===== src/rtl/crc_stream_engine.sv =====
// crc_stream_engine: frame-aware, parametrised CRC engine.
// Consumes DATA_W bits per accepted beat, MSB first, for any width, polynomial,
// initial value and output XOR. Each frame is closed by last_in or discarded by
// abort_in. A closed frame produces a registered one-cycle strobe carrying the
// CRC and the frame length.
// Build option: define CRC_CHECK_EN to compile in the residue comparator that
// drives match_out. Without it, match_out is tied to 0.
//
// state     | meaning
// ----------+---------------------------------------------------------------
// ST_IDLE   | no frame open; running register holds INIT, beat count is 0
// ST_ACTIVE | frame open; register and count include every accepted beat
module crc_stream_engine #(
  parameter int unsigned      CRC_W         = 32,
  parameter logic [CRC_W-1:0] POLY          = 32'h04C11DB7,
  parameter logic [CRC_W-1:0] INIT          = '1,
  parameter logic [CRC_W-1:0] XOR_OUT       = '0,
  parameter int unsigned      DATA_W        = 8,
  parameter int unsigned      LEN_W         = 16,
  parameter logic [CRC_W-1:0] CHECK_RESIDUE = '0
) (
  input  logic              clk_in,
  input  logic              rst_n_in,
  input  logic              data_valid_in,
  input  logic [DATA_W-1:0] data_in,
  input  logic              last_in,
  input  logic              abort_in,
  output logic              busy_out,
  output logic              crc_valid_out,
  output logic [CRC_W-1:0]  crc_out,
  output logic [LEN_W-1:0]  frame_len_out,
  output logic              match_out
);

  typedef enum logic {ST_IDLE = 1'b0, ST_ACTIVE = 1'b1} state_t;

  localparam logic [LEN_W-1:0] LEN_MAX = '1;

  // The whole beat is unrolled bit by bit within a single cycle.
  function automatic logic [CRC_W-1:0] crc_step(input logic [CRC_W-1:0] crc_i,
                                                input logic [DATA_W-1:0] data_i);
    logic [CRC_W-1:0] c;
    logic             fb;
    c = crc_i;
    for (int i = DATA_W - 1; i >= 0; i--) begin
      fb = c[CRC_W-1] ^ data_i[i];
      c  = {c[CRC_W-2:0], 1'b0} ^ (fb ? POLY : '0);
    end
    return c;
  endfunction

  state_t             state_q, state_d;
  logic [CRC_W-1:0]   crc_q, crc_d, crc_upd;
  logic [LEN_W-1:0]   cnt_q, cnt_d, cnt_inc;
  logic               valid_q, valid_d;
  logic [CRC_W-1:0]   res_q, res_d;
  logic [LEN_W-1:0]   len_q, len_d;
  logic               beat_ok, frame_end;

  // Abort overrides any beat presented in the same cycle, including last.
  assign beat_ok   = data_valid_in & ~abort_in;
  assign frame_end = beat_ok & last_in;

  // Next-state, running register, beat counter and result capture.
  always_comb begin
    state_d = state_q;
    crc_d   = crc_q;
    cnt_d   = cnt_q;
    valid_d = 1'b0;
    res_d   = res_q;
    len_d   = len_q;
    crc_upd = crc_step(crc_q, data_in);
    cnt_inc = (cnt_q == LEN_MAX) ? cnt_q : cnt_q + 1'b1;
    if (abort_in) begin
      state_d = ST_IDLE;
      crc_d   = INIT;
      cnt_d   = '0;
    end else if (data_valid_in) begin
      if (last_in) begin
        // The register is already INIT in IDLE, so single-beat frames need no special case.
        state_d = ST_IDLE;
        crc_d   = INIT;
        cnt_d   = '0;
        valid_d = 1'b1;
        res_d   = crc_upd ^ XOR_OUT;
        len_d   = cnt_inc;
      end else begin
        state_d = ST_ACTIVE;
        crc_d   = crc_upd;
        cnt_d   = cnt_inc;
      end
    end
  end

  // State, running register and result registers.
  always_ff @(posedge clk_in or negedge rst_n_in) begin
    if (!rst_n_in) begin
      state_q <= ST_IDLE;
      crc_q   <= INIT;
      cnt_q   <= '0;
      valid_q <= 1'b0;
      res_q   <= '0;
      len_q   <= '0;
    end else begin
      state_q <= state_d;
      crc_q   <= crc_d;
      cnt_q   <= cnt_d;
      valid_q <= valid_d;
      res_q   <= res_d;
      len_q   <= len_d;
    end
  end

  assign busy_out      = (state_q == ST_ACTIVE);
  assign crc_valid_out = valid_q;
  assign crc_out       = res_q;
  assign frame_len_out = len_q;

`ifdef CRC_CHECK_EN
  logic match_q, match_d;

  // Residue compare uses the raw register, before XOR_OUT.
  always_comb begin
    match_d = match_q;
    if (frame_end) match_d = (crc_upd == CHECK_RESIDUE);
  end

  // Match flag, updated with the strobe and held afterwards.
  always_ff @(posedge clk_in or negedge rst_n_in) begin
    if (!rst_n_in) match_q <= 1'b0;
    else           match_q <= match_d;
  end

  assign match_out = match_q;
`else
  logic unused_residue;
  assign unused_residue = ^{CHECK_RESIDUE, frame_end};
  assign match_out      = 1'b0;
`endif

endmodule

===== config.mk =====
export PLATFORM = sky130hd
export DESIGN_NAME = crc_stream_engine
export DESIGN_NICKNAME = d
export VERILOG_FILES = /design/src/rtl/crc_stream_engine.sv
export SDC_FILE = /design/constraint.sdc
export NUM_CORES = 1
export LEC_CHECK = 0
export ABC_AREA = 1
export CAP_MARGIN = 20
export CORE_MARGIN = 2
export CORE_UTILIZATION = 56
export DETAILED_ROUTE_END_ITERATION = 7
export GPL_ROUTABILITY_DRIVEN = 0
export PLACE_DENSITY = 0.82
export SYNTH_ARGS = -nofsm -noshare
export SYNTH_HDL_FRONTEND = slang
export SYNTH_SLANG_ARGS = --single-unit

===== constraint.sdc =====
create_clock -name clk_in -period 2 [get_ports clk_in]
set_input_delay 0.4 -clock clk_in [delete_from_list [all_inputs] [get_ports clk_in]]
set_output_delay 0.4 -clock clk_in [all_outputs]
set_load 0.005 [all_outputs]

* Word-level counts from Yosys, hierarchy flattened
Cells that the tools add are included.
** Operators by class
- Bitwise operators :: 17
- $add $sub $neg :: 1
- Reduce and logical (&&, ||, !) cells :: 2
- Mux-type cells :: 21
- Eq/ne operators :: 1
** Operators with widths (number)
- $xor 32x27->32 :: 8
- $mux 27 :: 8
- $mux 32 :: 3
- $mux 16 :: 4
- $add 16x1->16 const B :: 1
- $eq 16x16->1 const B :: 1
- $xor 1x1->1 :: 8
- $mux 1 :: 6
- $reduce_and 3->1 :: 1
- $reduce_bool 2->1 :: 1
- $not 1->1 :: 1
** Word-level totals
- Bits of input ports :: 13
- Bits in registers :: 98

* Depth between registers and ports, before layout
Gate-level depths: netlist of the first run.
- Depth in word-level cells :: 27
- Gate-level depth with buffers :: 13

* Worst setup path before layout of the first run
No wires, ideal clock.
- Kind :: register -> register
- Start :: reg crc_q[26]
- End :: reg res_q[12] (netlist: crc_out[12])
- Data required time :: 1883 ps
- Arrival :: 1391 ps
- Slack :: 492 ps
- Stages on the path, launching flop included :: 12
- Path buffers :: 0
- Clock period less this slack :: 1508 ps
- Path through :: dfstp_2 inv_1 nand2_1 nand2_4 inv_1 nand3_2 nand2_2 nand2_2 nand3_1 nand2_1 nand2_1 nand2_1
** On the way
- Longest elaborated chain between the ends :: 10
** RTL lines
- from (decl) :: RTL line 53 : logic [CRC_W-1:0] crc_q, crc_d, crc_upd;
- from (signal assigned) :: RTL line 106 : crc_q <= crc_d;
- $xor 32x27->32 (5 in a row) :: RTL line 47 : c = {c[CRC_W-2:0], 1'b0} ^ (fb ? POLY : '0);
- $xor 1x1->1 :: RTL line 46 : fb = c[CRC_W-1] ^ data_i[i];
- $mux 27 :: RTL line 47
- $xor 32x27->32 (3 in a row) :: RTL line 47
- to (signal assigned) :: RTL line 109 : res_q <= res_d;
- to (decl) :: RTL line 56 : logic [CRC_W-1:0] res_q, res_d;
No other way between the ends.
A chain may end at the register's enable or synchronous reset.

* Worst setup path in the final report of the first run
- Start :: in data_in[0]
- End :: reg res_q[12] (netlist: crc_out[12])
** On the way
- Longest elaborated chain between the ends :: 3
** RTL lines
- from (decl) :: RTL line 25 : input logic [DATA_W-1:0] data_in,
- $xor 1x1->1 :: RTL line 46
- $mux 27 :: RTL line 47
- $xor 32x27->32 :: RTL line 47
No other way between the ends.

==> results of run 1 <==
==> worst max path at each step <==
stage | cells past startpoint | end | startpoint | slack, ns
3_3_place_gp | 12 | crc_out[12] | data_in[0] | -0.09
4_1_cts | 12 | crc_out[12] | data_in[0] | 0.22
6_report | 12 | crc_out[12] | data_in[0] | 0.16
3_5_place_dp | 13 | crc_q[5] | data_in[0] | -0.14
2_1_floorplan | 11 | crc_out[12] | crc_q[26] | 0.49
5_1_grt | 13 | crc_q[5] | data_in[0] | 0.05
==> logic make-up after synthesis <==
kind of cell             after synthesis  synth area share, %
AND/OR/NAND/NOR                      372                 30.7
buffers and inverters                113                 8.22
adder cells (fa/ha/maj)                1                0.230
other                                  1               0.0690
flip-flops                            98                 45.9
AO/OA/AOI/OAI                         73                 7.53
XOR/XNOR                              43                 7.35
==> placed cells by master (no fill, tap or decap), drive strengths merged <==
cell type / instances
and3: 1
nor3: 10
buf: 42
nand2: 290
clkbuf: 12
clkinv: 2
conb: 1
nand3: 43
o31ai: 1
o22ai: 12
dfrtp: 66
xor2: 34
clkdlybuf4s50: 61
a21oi: 7
clkinvlp: 1
o21ai: 40
nor2: 23
xnor2: 9
inv: 92
dfstp: 32
nand4: 3
nand3b: 1
or2: 1
ha: 1
a22oi: 1
dlygate4sd3: 1
bufinv: 1
a21o: 1
a31oi: 11
==> layer usage <==
metal | vias to the layer above | global-route usage [%] | part of all wire [%] | wire length (um)
met5 | - | 0 | 0 | 0
met4 | 0 | 14.5 | 3.6 | 512
li1 | 2358 | - | - | -
met3 | 49 | 4.79 | 6.1 | 872
met1 | 2303 | 35.9 | 40 | 5740
met2 | 201 | 50.6 | 50 | 7060
==> tightest hold or removal path, cell delays in order (launching register included) <==
cell and delay, ns:
sky130_fd_sc_hd__dfrtp_1 0.35, sky130_fd_sc_hd__nand2_1 0.06, sky130_fd_sc_hd__nand2_1 0.05
==> what timing repair did <==
item                                    CTS  global route
endpoints found under the setup margin    0             0
gates resized for setup                   0             0
hold buffers                              1             0
endpoints found under the hold margin    20             0
==> through the flow <==
step | hold WS [ns] | instance area [um^2] | utilization, % | setup WS [ns] | cells
2_1_floorplan | 0.104 | 5430 | - | 0.492 | 701
3_3_place_gp | 0.388 | 6480 | 69.5 | -0.0867 | 912
5_1_grt | 0.506 | 6700 | 71.8 | 0.0544 | 929
4_1_cts | 0.490 | 6700 | 71.8 | 0.222 | 929
6_report | 0.487 | 6700 | 71.8 | 0.159 | 929
3_5_place_dp | 0.400 | 6480 | 69.5 | -0.139 | 912
==> state kept, by name, summed over array words and instances, names as in the netlist <==
signal / flops
crc_q: 32
crc_out: 32
frame_len_out: 16
cnt_q: 16
crc_valid_out: 1
busy_out: 1
==> power by group through the flow <==
stage	combinational (uW)	sequential, uW	clock (uW)
6_report	1670	2430	1350
5_1_grt	1830	2450	1440
4_1_cts	1660	2430	1360
3_5_place_dp	1640	2450	0
3_3_place_gp	1590	2450	0
2_1_floorplan	822	2440	0
==> layout make-up <==
class / instances / area (um^2) / area share, %
inverters: 92 / 348 / 5.19
clock buffers: 12 / 155 / 2.32
repair buffers: 104 / 986 / 14.7
multi-input cells: 490 / 2500 / 37.4
clock inverters: 4 / 51.3 / 0.766
flip-flops and latches: 98 / 2490 / 37.2
well taps: 129 / 161 / 2.41
==> results.md, run 1 <==
STA:
- The total count of max-transition violations in the final report is 0.
- The final hold violation count was 0.
- After layout, the worst path uses 92.0% of the clock period.
- In the final timing run, aggregate negative setup slack is 0 ns.
- Setup repair after global routing left no endpoint under its margin.
- Setup violations remaining at the end of the flow were counted as 0.
- The worst clock skew is 0.0105 ns.
- Counting I/O delays and the setup requirement, the final critical path takes 1.84 ns.
- Based on the critical path, the design can be clocked at up to 0.543 GHz.

Worst setup path:
- Grouping stages by cell kind, the critical path spends the most delay in simple AND/OR/NAND/NOR gates.
- The buffer and inverter count on the worst path is 3.
- The biggest fanout along the worst timing path is 8.
- At the worst endpoint, the arrival time is 2.11 ns.
- The signal on the critical path passes through clkdlybuf4s50_1, inv_1, nand2_1, nand2_1, nand2_2, nand2_2, inv_2, nand3_1, nand3_1, nand2_1, nand2_1, nand2_1.
- In this run the critical register-to-register path is launched from crc_q[24].
- The worst setup path is launched from an input port.
- The worst reg2reg path endpoint is crc_out[12].
- The worst register-to-register path has a setup slack of 0.20 ns.
- The slowest stage of the critical path is the sky130_fd_sc_hd__clkdlybuf4s50_1 cell.
- At the worst endpoint, the required time is 2.27 ns.
- The cell depth of the worst flop-to-flop path is 11.
- The delay of the slowest cell on the worst path is around 0.54 ns.
- The most used cell along the critical path is sky130_fd_sc_hd__nand2_1.
- The worst setup path is captured at a flop.
- The critical path in this run is classified as in -> reg.

Power and ir drop:
- Of the total power, registers draw 44.6%.
- For this design the static power due to leakage is ~0.0034 uW.
- Per report_power, the combinational group accounts for 30.6% of the total.
- The internal power of the cells totals 3700 uW.
- The power density over the cells is just over 800 nW/um^2.
- The clock network accounts for 24.8% of the total power.
- The total net switching power is between 1500 and 2000 uW.
- The completed layout was analyzed and its total power is around 5400 uW.
- Net switching is 32.1% of the power.
- VDD sags by at most roughly 0.46 mV.

Layout:
- Compared with the post-synthesis result, the final layout area differs by 23.3%.
- The number of filler cells placed in the layout is 725.
- The repair_antennas step left the layout with diodes totalling 0.
- The share of final-layout standard cells stronger than drive strength 1 is between 10% and 20%.
- At the end of the flow, the number of nets in the layout was between 800 and 900.

Global routing:
- The maximum number of pins on one net before global-route repair is 36.
- The global router's overall resource usage is 29.4%.
- The number of global-route vias before repair is 5012.
- The number of antenna violations at the first check in global routing was 0.
- The leftover overflow at the end of global routing is 0.
- The global-route wire length before repair is 23700 um.

Floorplanning:
- The die is 102 um wide.
- The core area is between 9000 and 10000 um^2.
- In this run the vertical extent of the chip is 102 um.
- The area of the die is approximately 11000 um^2.
- The initial core utilization is 58.2%.
- The number of cell rows is 35.
- The boundary pin count is 64.

Logic synthesis:
- The register bit total from synthesis is between 90 and 100.
- The average instance in the mapped netlist occupies between 7 and 8 um^2.
- The Yosys warning count is 0.
- The number of unique standard cell types used by synthesis is 41.
- The register area share after synthesis is 45.9%.
- The share of synthesized area in the top cell type comes to 30.4%.
- Among all flip-flop cells after synthesis, the most frequent one is sky130_fd_sc_hd__dfrtp_1.
- By count the netlist is led by 262 x sky130_fd_sc_hd__nand2_1, 77 x sky130_fd_sc_hd__inv_1, 66 x sky130_fd_sc_hd__dfrtp_1.
- In the synthesized netlist, the number of instances is about 700.
- The number of flops mapped to enable cells by yosys is 0.
- By area the synthesized netlist is led by sky130_fd_sc_hd__dfrtp_1 30%, sky130_fd_sc_hd__nand2_1 18%, sky130_fd_sc_hd__dfstp_2 15%.
- The total nets after synthesis is between 700 and 800.
- The cell type with the largest total area after synthesis is sky130_fd_sc_hd__dfrtp_1.
- The cell area after synthesis is 5430 um^2.
- Of all flip-flops after synthesis, the portion carrying an async set or reset was 100%.
- The most common cell in the synthesized netlist is sky130_fd_sc_hd__nand2_1.

Hold path:
- In this run the most critical hold path is launched from crc_out[6].
- The class of the tightest hold or removal check is reg -> reg.
- For hold timing, the worst endpoint is crc_out[6].
- The worst hold path stage count is 2.

Clock tree:
- After clock tree synthesis, the clock-pin slew on the worst setup and hold paths is 0.09 ns.
- The number of buffers on the longest clock path is 2.
- The total CTS buffers is 9.
- CTS built an H-tree with a depth of 3.
- The number of sinks on the clock net is 98.
- TritonCTS built the clock tree.
- At the later pin of the worst-skew pair, clock insertion delay measures roughly 0.37 ns.
- The total setup buffers inserted after CTS is 0.
- The clock root buffer is sky130_fd_sc_hd__clkbuf_8.

Detailed routing:
- The routed length per placed instance is 15.3 um.
- Detailed routing inserted a total of approximately 4900 vias.
- Before antenna repair, the detailed router went through 5 iterations.
- In the routed design, unresolved DRC markers number 0.
- The count of nets left with antenna violations after detail routing is 0.
- The total routed wirelength is 14200 um.
- The iteration-0 DRC count of the detailed router is 358.
- The ratio of routed vias to standard cells is 5.29.

Placed design:
- The count of port buffers added during placement is 62.
- After legalization and detailed placement, the total HPWL measured approximately 10000 um.

Flow run:
- The count of maximum capacitance violations is 0.

Status:
- The run finished with clean final reports.
Power figures use the tool's default switching activity.
==> inputs of run 2 (changes only) <==
- MAX_ROUTING_LAYER: not set -> met4
==> results.md, run 2 (synthesis gave the netlist of run 1 again) <==
Layout:
- The most frequent standard cell in the layout excluding fill and tap cells is sky130_fd_sc_hd__nand2_1.
- The count of non-filler cells in the finished layout is 929.
- The final net count is ~810.
- The top cell types in the final layout, fill and taps aside, are 262 x sky130_fd_sc_hd__nand2_1, 77 x sky130_fd_sc_hd__inv_1, 66 x sky130_fd_sc_hd__dfrtp_1.
- The share of final-layout standard cells stronger than drive strength 1 is between 10% and 20%.
- The count of inserted antenna diode cells is 0.
- The area added between synthesis and finish is 23.3%.

Global routing:
- The leftover overflow at the end of global routing is 0.
- The number of global-route vias before repair is 5008.
- Global routing consumed, over all layers together, 30.4% of the routing resources.
- The global-route wire length before repair is approximately 24000 um.
- The number of antenna violations at the first check in global routing is 0.
- The maximum number of pins on one net before global-route repair is 36.

Detailed routing:
- In the final routed layout, each cell accounts on average for 15.4 um.
- The count of nets left with antenna violations after detail routing is 0.
- The ratio of routed vias to standard cells is roughly 5.3.
- The number of remaining DRC errors is 0.
- The routed layout has 4916 vias.
- For this block, the routed nets add up to 14300 um of wire.
- The iteration count of the initial detailed-routing pass is 5.
- After the first detailed-routing iteration, the DRC count stood at 342.

Power and ir drop:
- The clock network fraction of design power is 24.7%.
- The power density over the cells is 812 nW/um^2.
- The switching power share of the total is 32.0%.
- For this design the static power due to leakage is 0.00337 uW.
- VDD sags by at most approximately 0.46 mV.
- The sequential group share of total power is ~45%.
- The combinational power share is 30.7%.
- For this design the total switching power over the nets is approximately 1700 uW.
- Cell internal power was estimated by the tool at between 3000 and 4000 uW.

Clock tree:
- The clock passes through at most 2 buffers.
- The total setup buffers inserted after CTS is 0.
- Clock-pin slew was measured on the worst setup and hold paths at around 0.090 ns.
- The clock latency on the worst-skew pair is 0.38 ns.
- Counting the buffers created by CTS gives 9.
- The cell sitting at the root of the clock tree is a sky130_fd_sc_hd__clkbuf_8.
- The count of instances resized after the clock tree is built is 0.
- TritonCTS built the clock tree.
- The count of H-tree levels built during CTS is 3.
- The number of sinks on the clock net is 98.

STA:
- For this run, the top clock speed supported by timing is 0.550 GHz.
- The final worst setup slack is approximately 0.18 ns.
- Counting I/O delays and the setup requirement, the final critical path takes 1.82 ns.
- The worst clock skew is between 0.01 and 0.015 ns.
- The final hold violation count was 0.
- The number of setup violations in the final report is 0.
- Hold is met by roughly 0.49 ns.
- The total count of max-transition violations in the final report is 0.
- Setup repair after global routing left no endpoint under its margin.
- The share of the clock period used by the worst path is between 90% and 100%.

Hold path:
- The worst hold endpoint is frame_len_out[12].
- The worst hold path passes through 2 cells.
- The worst hold path belongs to the class reg -> reg.
- The startpoint identified for the worst hold timing path is frame_len_out[12].

Floorplanning:
- Once the floorplan was initialized, standard cells occupied 58.2% of the core.
- In this run the vertical extent of the chip is approximately 100 um.
- The die width is approximately 100 um.
- The initialized floorplan defines 35 standard-cell rows.
- The die covers about 11000 um^2.
- The boundary pin count is 64.
- After floorplanning, the core was sized to cover 9330 um^2.

Placed design:
- Detailed placement ended at an HPWL of around 10000 um.
- Timing analysis after detailed placement gives a worst setup slack of -0.139 ns.
- The count of buffers added on input and output ports is 62.
- After detailed placement, the design holds a cell count of 912.

Worst setup path:
- The worst reg2reg path startpoint is crc_q[31].
- The arrival time of the worst setup path is approximately 2.1 ns.
- Setup slack on the worst reg-to-reg path comes out at 0.23 ns.
- The worst register-to-register path ends at crc_out[12].
- The critical path is of the in -> reg type.
- The worst setup path is launched from an input port.
- The cell depth of the worst flop-to-flop path is 11.
- In this run the worst path has a maximum fanout of 8.
- The worst endpoint required time is 2.27 ns.
- The most critical setup path has its startpoint at data_in[0].
- STA classifies the critical path endpoint as a flop.

Flow run:
- The count of maximum capacitance violations is 0.

Status:
- The run finished with clean final reports.
==> run 2: final cells by class <==
| cell class | count | area (um^2) |
|---|---|---|
| Clock buffer | 12 | 155 |
| Clock inverter | 4 | 51.3 |
| Fill cell | 725 | 2630 |
| Inverter | 92 | 348 |
| Multi-Input combinational cell | 490 | 2500 |
| Sequential cell | 98 | 2490 |
| Tap cell | 129 | 161 |
| Timing Repair Buffer | 104 | 986 |
==> run 2: repair_timing <==
item	in CTS	in global routing
hold buffers	1	0
endpoints found under the hold margin	20	0
endpoints found under the setup margin	0	0
==> run 2: power by group through the flow <==
stage	logic [uW]	registers (uW)	clock network [uW]
3_3_place_gp	1590	2450	0
6_report	1670	2430	1340
4_1_cts	1660	2430	1360
5_1_grt	1830	2450	1440
3_5_place_dp	1640	2450	0
2_1_floorplan	822	2440	0
==> run 2: how the worst max path moves through the flow <==
stage / to / depth (start not counted)
global route: crc_q[5] / 13
detailed placement: crc_q[5] / 13
finish: crc_out[12] / 12
floorplan: crc_out[12] / 11
global placement: crc_out[12] / 12
CTS: crc_out[12] / 12
==> run 2: metrics by stage <==
stage / setup TNS, ns / instance area, um^2 / utilization [%] / power, uW
after global routing: 0 / 6700 / 71.8 / 5720
after detailed placement: -1.76 / 6480 / 69.5 / 4090
final: 0 / 6700 / 71.8 / 5440
after global placement: -0.550 / 6480 / 69.5 / 4040
after floorplan: 0 / 5430 / - / 3260
after CTS: 0 / 6700 / 71.8 / 5450
==> run 2: critical path, stage by stage <==
cell	delay (ns)
sky130_fd_sc_hd__clkdlybuf4s50_1	0.54
sky130_fd_sc_hd__inv_1	0.08
sky130_fd_sc_hd__nand2_1	0.07
sky130_fd_sc_hd__nand2_1	0.11
sky130_fd_sc_hd__nand2_2	0.10
sky130_fd_sc_hd__nand2_2	0.16
sky130_fd_sc_hd__inv_2	0.20
sky130_fd_sc_hd__nand3_1	0.09
sky130_fd_sc_hd__nand3_1	0.11
sky130_fd_sc_hd__nand2_1	0.11
sky130_fd_sc_hd__nand2_1	0.07
sky130_fd_sc_hd__nand2_1	0.04
==> run 2: per-layer routing <==
layer / global-route usage, % / share of wire [%] / vias to the layer above
met5: - / 0 / -
met4: 14.9 / 4.0 / 0
met3: 4.86 / 6.3 / 54
met2: 50.3 / 49 / 197
met1: 36.0 / 41 / 2306
li1: - / - / 2359
==> inputs of run 3 (changes only) <==
- ABC_AREA: 1 -> not set
- CORE_UTILIZATION: 56 -> 55
- GPL_ROUTABILITY_DRIVEN: 0 -> not set
- clock period: 2 -> 1.8 ns (I/O delays scaled with it)
==> results.md, run 3 <==
Detailed routing:
- The number of remaining DRC errors is 0.
- Using the TritonRoute via totals, the vias-per-cell ratio works out to 5.90.
- The total routed wirelength is 14700 um.
- The total vias in the final route is 4234.
- Before antenna repair, the detailed router went through 5 iterations.
- The count of nets left with antenna violations after detail routing is 0.
- For this block, the initial DRC count from the detailed router was 332.
- The routed length per placed instance is roughly 20 um.

STA:
- The share of the clock period used by the worst path is 107%.
- The smallest clock period supported by the final layout is computed as 1.92 ns.
- The number of setup violations in the final report is 25.
- The final worst setup slack is -0.123 ns.
- The final hold violation count was 0.
- The worst clock skew is 0.0133 ns.
- The total count of max-transition violations in the final report came to 0.
- Static timing analysis puts the maximum clock frequency at 0.520 GHz.
- Setup repair after global routing could not meet its margin everywhere.

Logic synthesis:
- After synthesis, the most frequently instantiated cells are 66 x sky130_fd_sc_hd__dfrtp_1, 56 x sky130_fd_sc_hd__nand2_1, 52 x sky130_fd_sc_hd__o21ai_0.
- The top cell type by area accounts for 34.2% of the synthesized area.
- Of all cell types, the one taking the most synthesized area is sky130_fd_sc_hd__dfrtp_1.
- The synthesized design contains 0 enable-type register cells.
- The register bit total from synthesis is 98.
- The total nets after synthesis is approximately 490.
- Among all flip-flop cells after synthesis, the most frequent one is sky130_fd_sc_hd__dfrtp_1.
- The synthesized area per cell is 10.2 um^2.
- The Yosys step of the flow raised 0 warnings.
- The register area share after synthesis is 51.6%.
- Yosys attributes the largest share of cell area to sky130_fd_sc_hd__dfrtp_1 34%, sky130_fd_sc_hd__dfstp_2 17%, sky130_fd_sc_hd__xnor2_1 8.7%.
- In the synthesized netlist the async set-or-reset flop fraction comes to 100%.
- The instance count of the mapped netlist is 474.
- The netlist uses 47 different library cells.
- The most common cell in the synthesized netlist is sky130_fd_sc_hd__dfrtp_1.
- The synthesized netlist occupies a cell area of ~4800 um^2.

Layout:
- In the layout the commonest cells are 71 x sky130_fd_sc_hd__buf_4, 63 x sky130_fd_sc_hd__dfrtp_1, 57 x sky130_fd_sc_hd__clkdlybuf4s50_1.
- The most frequent standard cell in the layout excluding fill and tap cells is sky130_fd_sc_hd__buf_4.
- The filler cells instantiated in the layout total 470.
- The repair_antennas step left the layout with diodes totalling 0.
- Cells with a size suffix above 1 make up 33.1% of the layout.
- The area of the multi-input gates is approximately 2700 um^2.
- Relative to the synthesized area, the layout overhead comes to 42.9%.
- The area used by sequential logic in the layout is 2500 um^2.
- The final net count is 619.

Global routing:
- The global-route wire length before repair is 20200 um.
- Entering global routing, the biggest net connects 53 pins.
- The number of antenna violations at the first check in global routing is 0.
- The number of global-route vias before repair is 3996.
- The global router's overall resource usage is 27.6%.
- For this run the aggregate overflow at the end of global routing stands at 0.
- The busiest layer in global routing is met2.
- The met1 track demand over resource is 37.7%.
- For this run, global-route usage on met3 was measured as 3.60%.
- The met2 routing resource usage after global routing is 42.9%.

Worst setup path:
- The worst reg2reg path startpoint is crc_q[24].
- The critical path goes through xnor2_4, xnor3_2, buf_4, xor3_2, a21oi_2.
- The timing startpoint of the critical path is crc_q[24].
- In this run the worst path has a maximum fanout of 3.
- The worst setup path is launched from a flop.
- The delay of the slowest cell on the worst path is a little under 0.6 ns.
- On the critical path, the stage with the largest delay is an instance of sky130_fd_sc_hd__dfstp_2.
- Across all register-to-register paths, the minimum setup slack is -0.12 ns.
- The worst endpoint required time is 2.12 ns.
- The kind of critical path is reg -> reg.
- The cell depth of the worst flop-to-flop path is 5.
- The worst setup path is captured at a flop.
- The critical path capture point is crc_q[12].
- At the worst endpoint, the arrival time is around 2.3 ns.
- The worst reg2reg path endpoint is crc_q[12].

Clock tree:
- The number of buffers on the longest clock path is 2.
- The clock transition at the register clock pins on the worst setup and hold paths after CTS is 0.10 ns.
- The number of sinks on the clock net is 98.
- The later pin in the worst-skew pair is clocked with a latency of 0.39 ns.
- TritonCTS built the clock tree.
- The clock tree synthesis step divided the H-tree into 3 levels.
- Clock tree synthesis selected as its root buffer the cell sky130_fd_sc_hd__clkbuf_8.
- The total CTS buffers is 9.

Status:
- The flow ran to the end, but the final reports show violations.
- The checks that failed: setup timing.

Power and ir drop:
- Summed over all cells, the static leakage comes to roughly 0.0029 uW.
- For this design the ratio of total power to cell area is 1230 nW/um^2.
- VDD sags by at most 0.539 mV.
- Overall power consumption after layout is estimated at 8480 uW.

Floorplanning:
- The area of the die is 9540 um^2.
- The initial core utilization is 55.9%.
- The core area is ~8600 um^2.
- The number of cell rows is 34.
- The boundary pin count is 64.
- The floorplan step set the die height to 97.7 um.
- The die width is 97.7 um.

Placed design:
- OpenSTA, run right after detailed placement, puts the worst setup slack at -0.508 ns.
- The congestion estimate from routability-driven global placement came to 0.869.
- After legalization and detailed placement, the total HPWL measured around 8600 um.
- The count of port buffers added during placement is 62.

Flow run:
- The count of maximum capacitance violations is 0.

Hold path:
- The class of the tightest hold or removal check is in -> async.
run 3: worst max-delay path: cells and delay by family, from the launching register on:
family          cells  cell delay, ns
compound gates      1            0.14
xor+xnor            3            0.94
buf+inv             1            0.18
flops               1            0.59
run 3: logic make-up (layout without fill, tap and decap cells):
kind of cell,Yosys count,after routing,synth area share (%)
compound gates,120,120,13.7
xor+xnor,81,81,18.3
fa+ha+maj,1,1,0.259
buf+inv,33,169,2.75
flops,98,98,51.6
mux,4,4,0.829
other cells,1,1,0.0777
simple gates,136,136,12.4
run 3: area by class of cell:
type / count / share of cell area, %
clock inverters: 5 / 0.562
flip-flops and latches: 98 / 36.2
repair buffers: 149 / 20.6
clock buffers: 11 / 2.05
well taps: 108 / 1.96
multi-input cells: 343 / 38.5
inverters: 4 / 0.218
run 3: worst min path at each step:
stage | to | startpoint | slack (ns)
floorplan | busy_out | rst_n_in | 0.06
finish | cnt_q[2] | rst_n_in | 0.41
detailed placement | crc_out[26] | rst_n_in | 0.28
global route | frame_len_out[3] | rst_n_in | 0.44
global placement | crc_out[26] | rst_n_in | 0.27
CTS | frame_len_out[9] | rst_n_in | 0.43
run 3: through the flow:
stage,instance area [um^2],hold slack [ns],TNS [ns],instances,util [%]
final,6900,0.414,-1.20,718,79.9
after global routing,6900,0.441,-2.58,718,79.9
after CTS,6390,0.429,-0.251,704,73.9
after detailed placement,6070,0.281,-20.49,685,70.3
after global placement,6070,0.271,-18.01,685,70.3
after floorplan,4830,0.0644,0,474,-
run 3: where the power goes:
group	internal (uW)	switching (uW)	total [uW]
combinational	2210	1810	4020
sequential	2720	358	3080
clock	549	835	1380
run 3: routing by layer:
metal / wire length, um / up-vias / share of wire, %
met4: 650 / 0 / 4.4
met3: 856 / 66 / 5.8
met1: 5670 / 2101 / 39
met2: 7500 / 213 / 51
met5: 0 / - / 0
li1: - / 1854 / -
run 3: repair_timing:
action                                  CTS  global route
endpoints found under the setup margin   26            61
resized for setup                        17            70
endpoints found under the hold margin    21             0
pin swaps                                 4            21
setup buffers                             2            14
hold buffers                              1             0
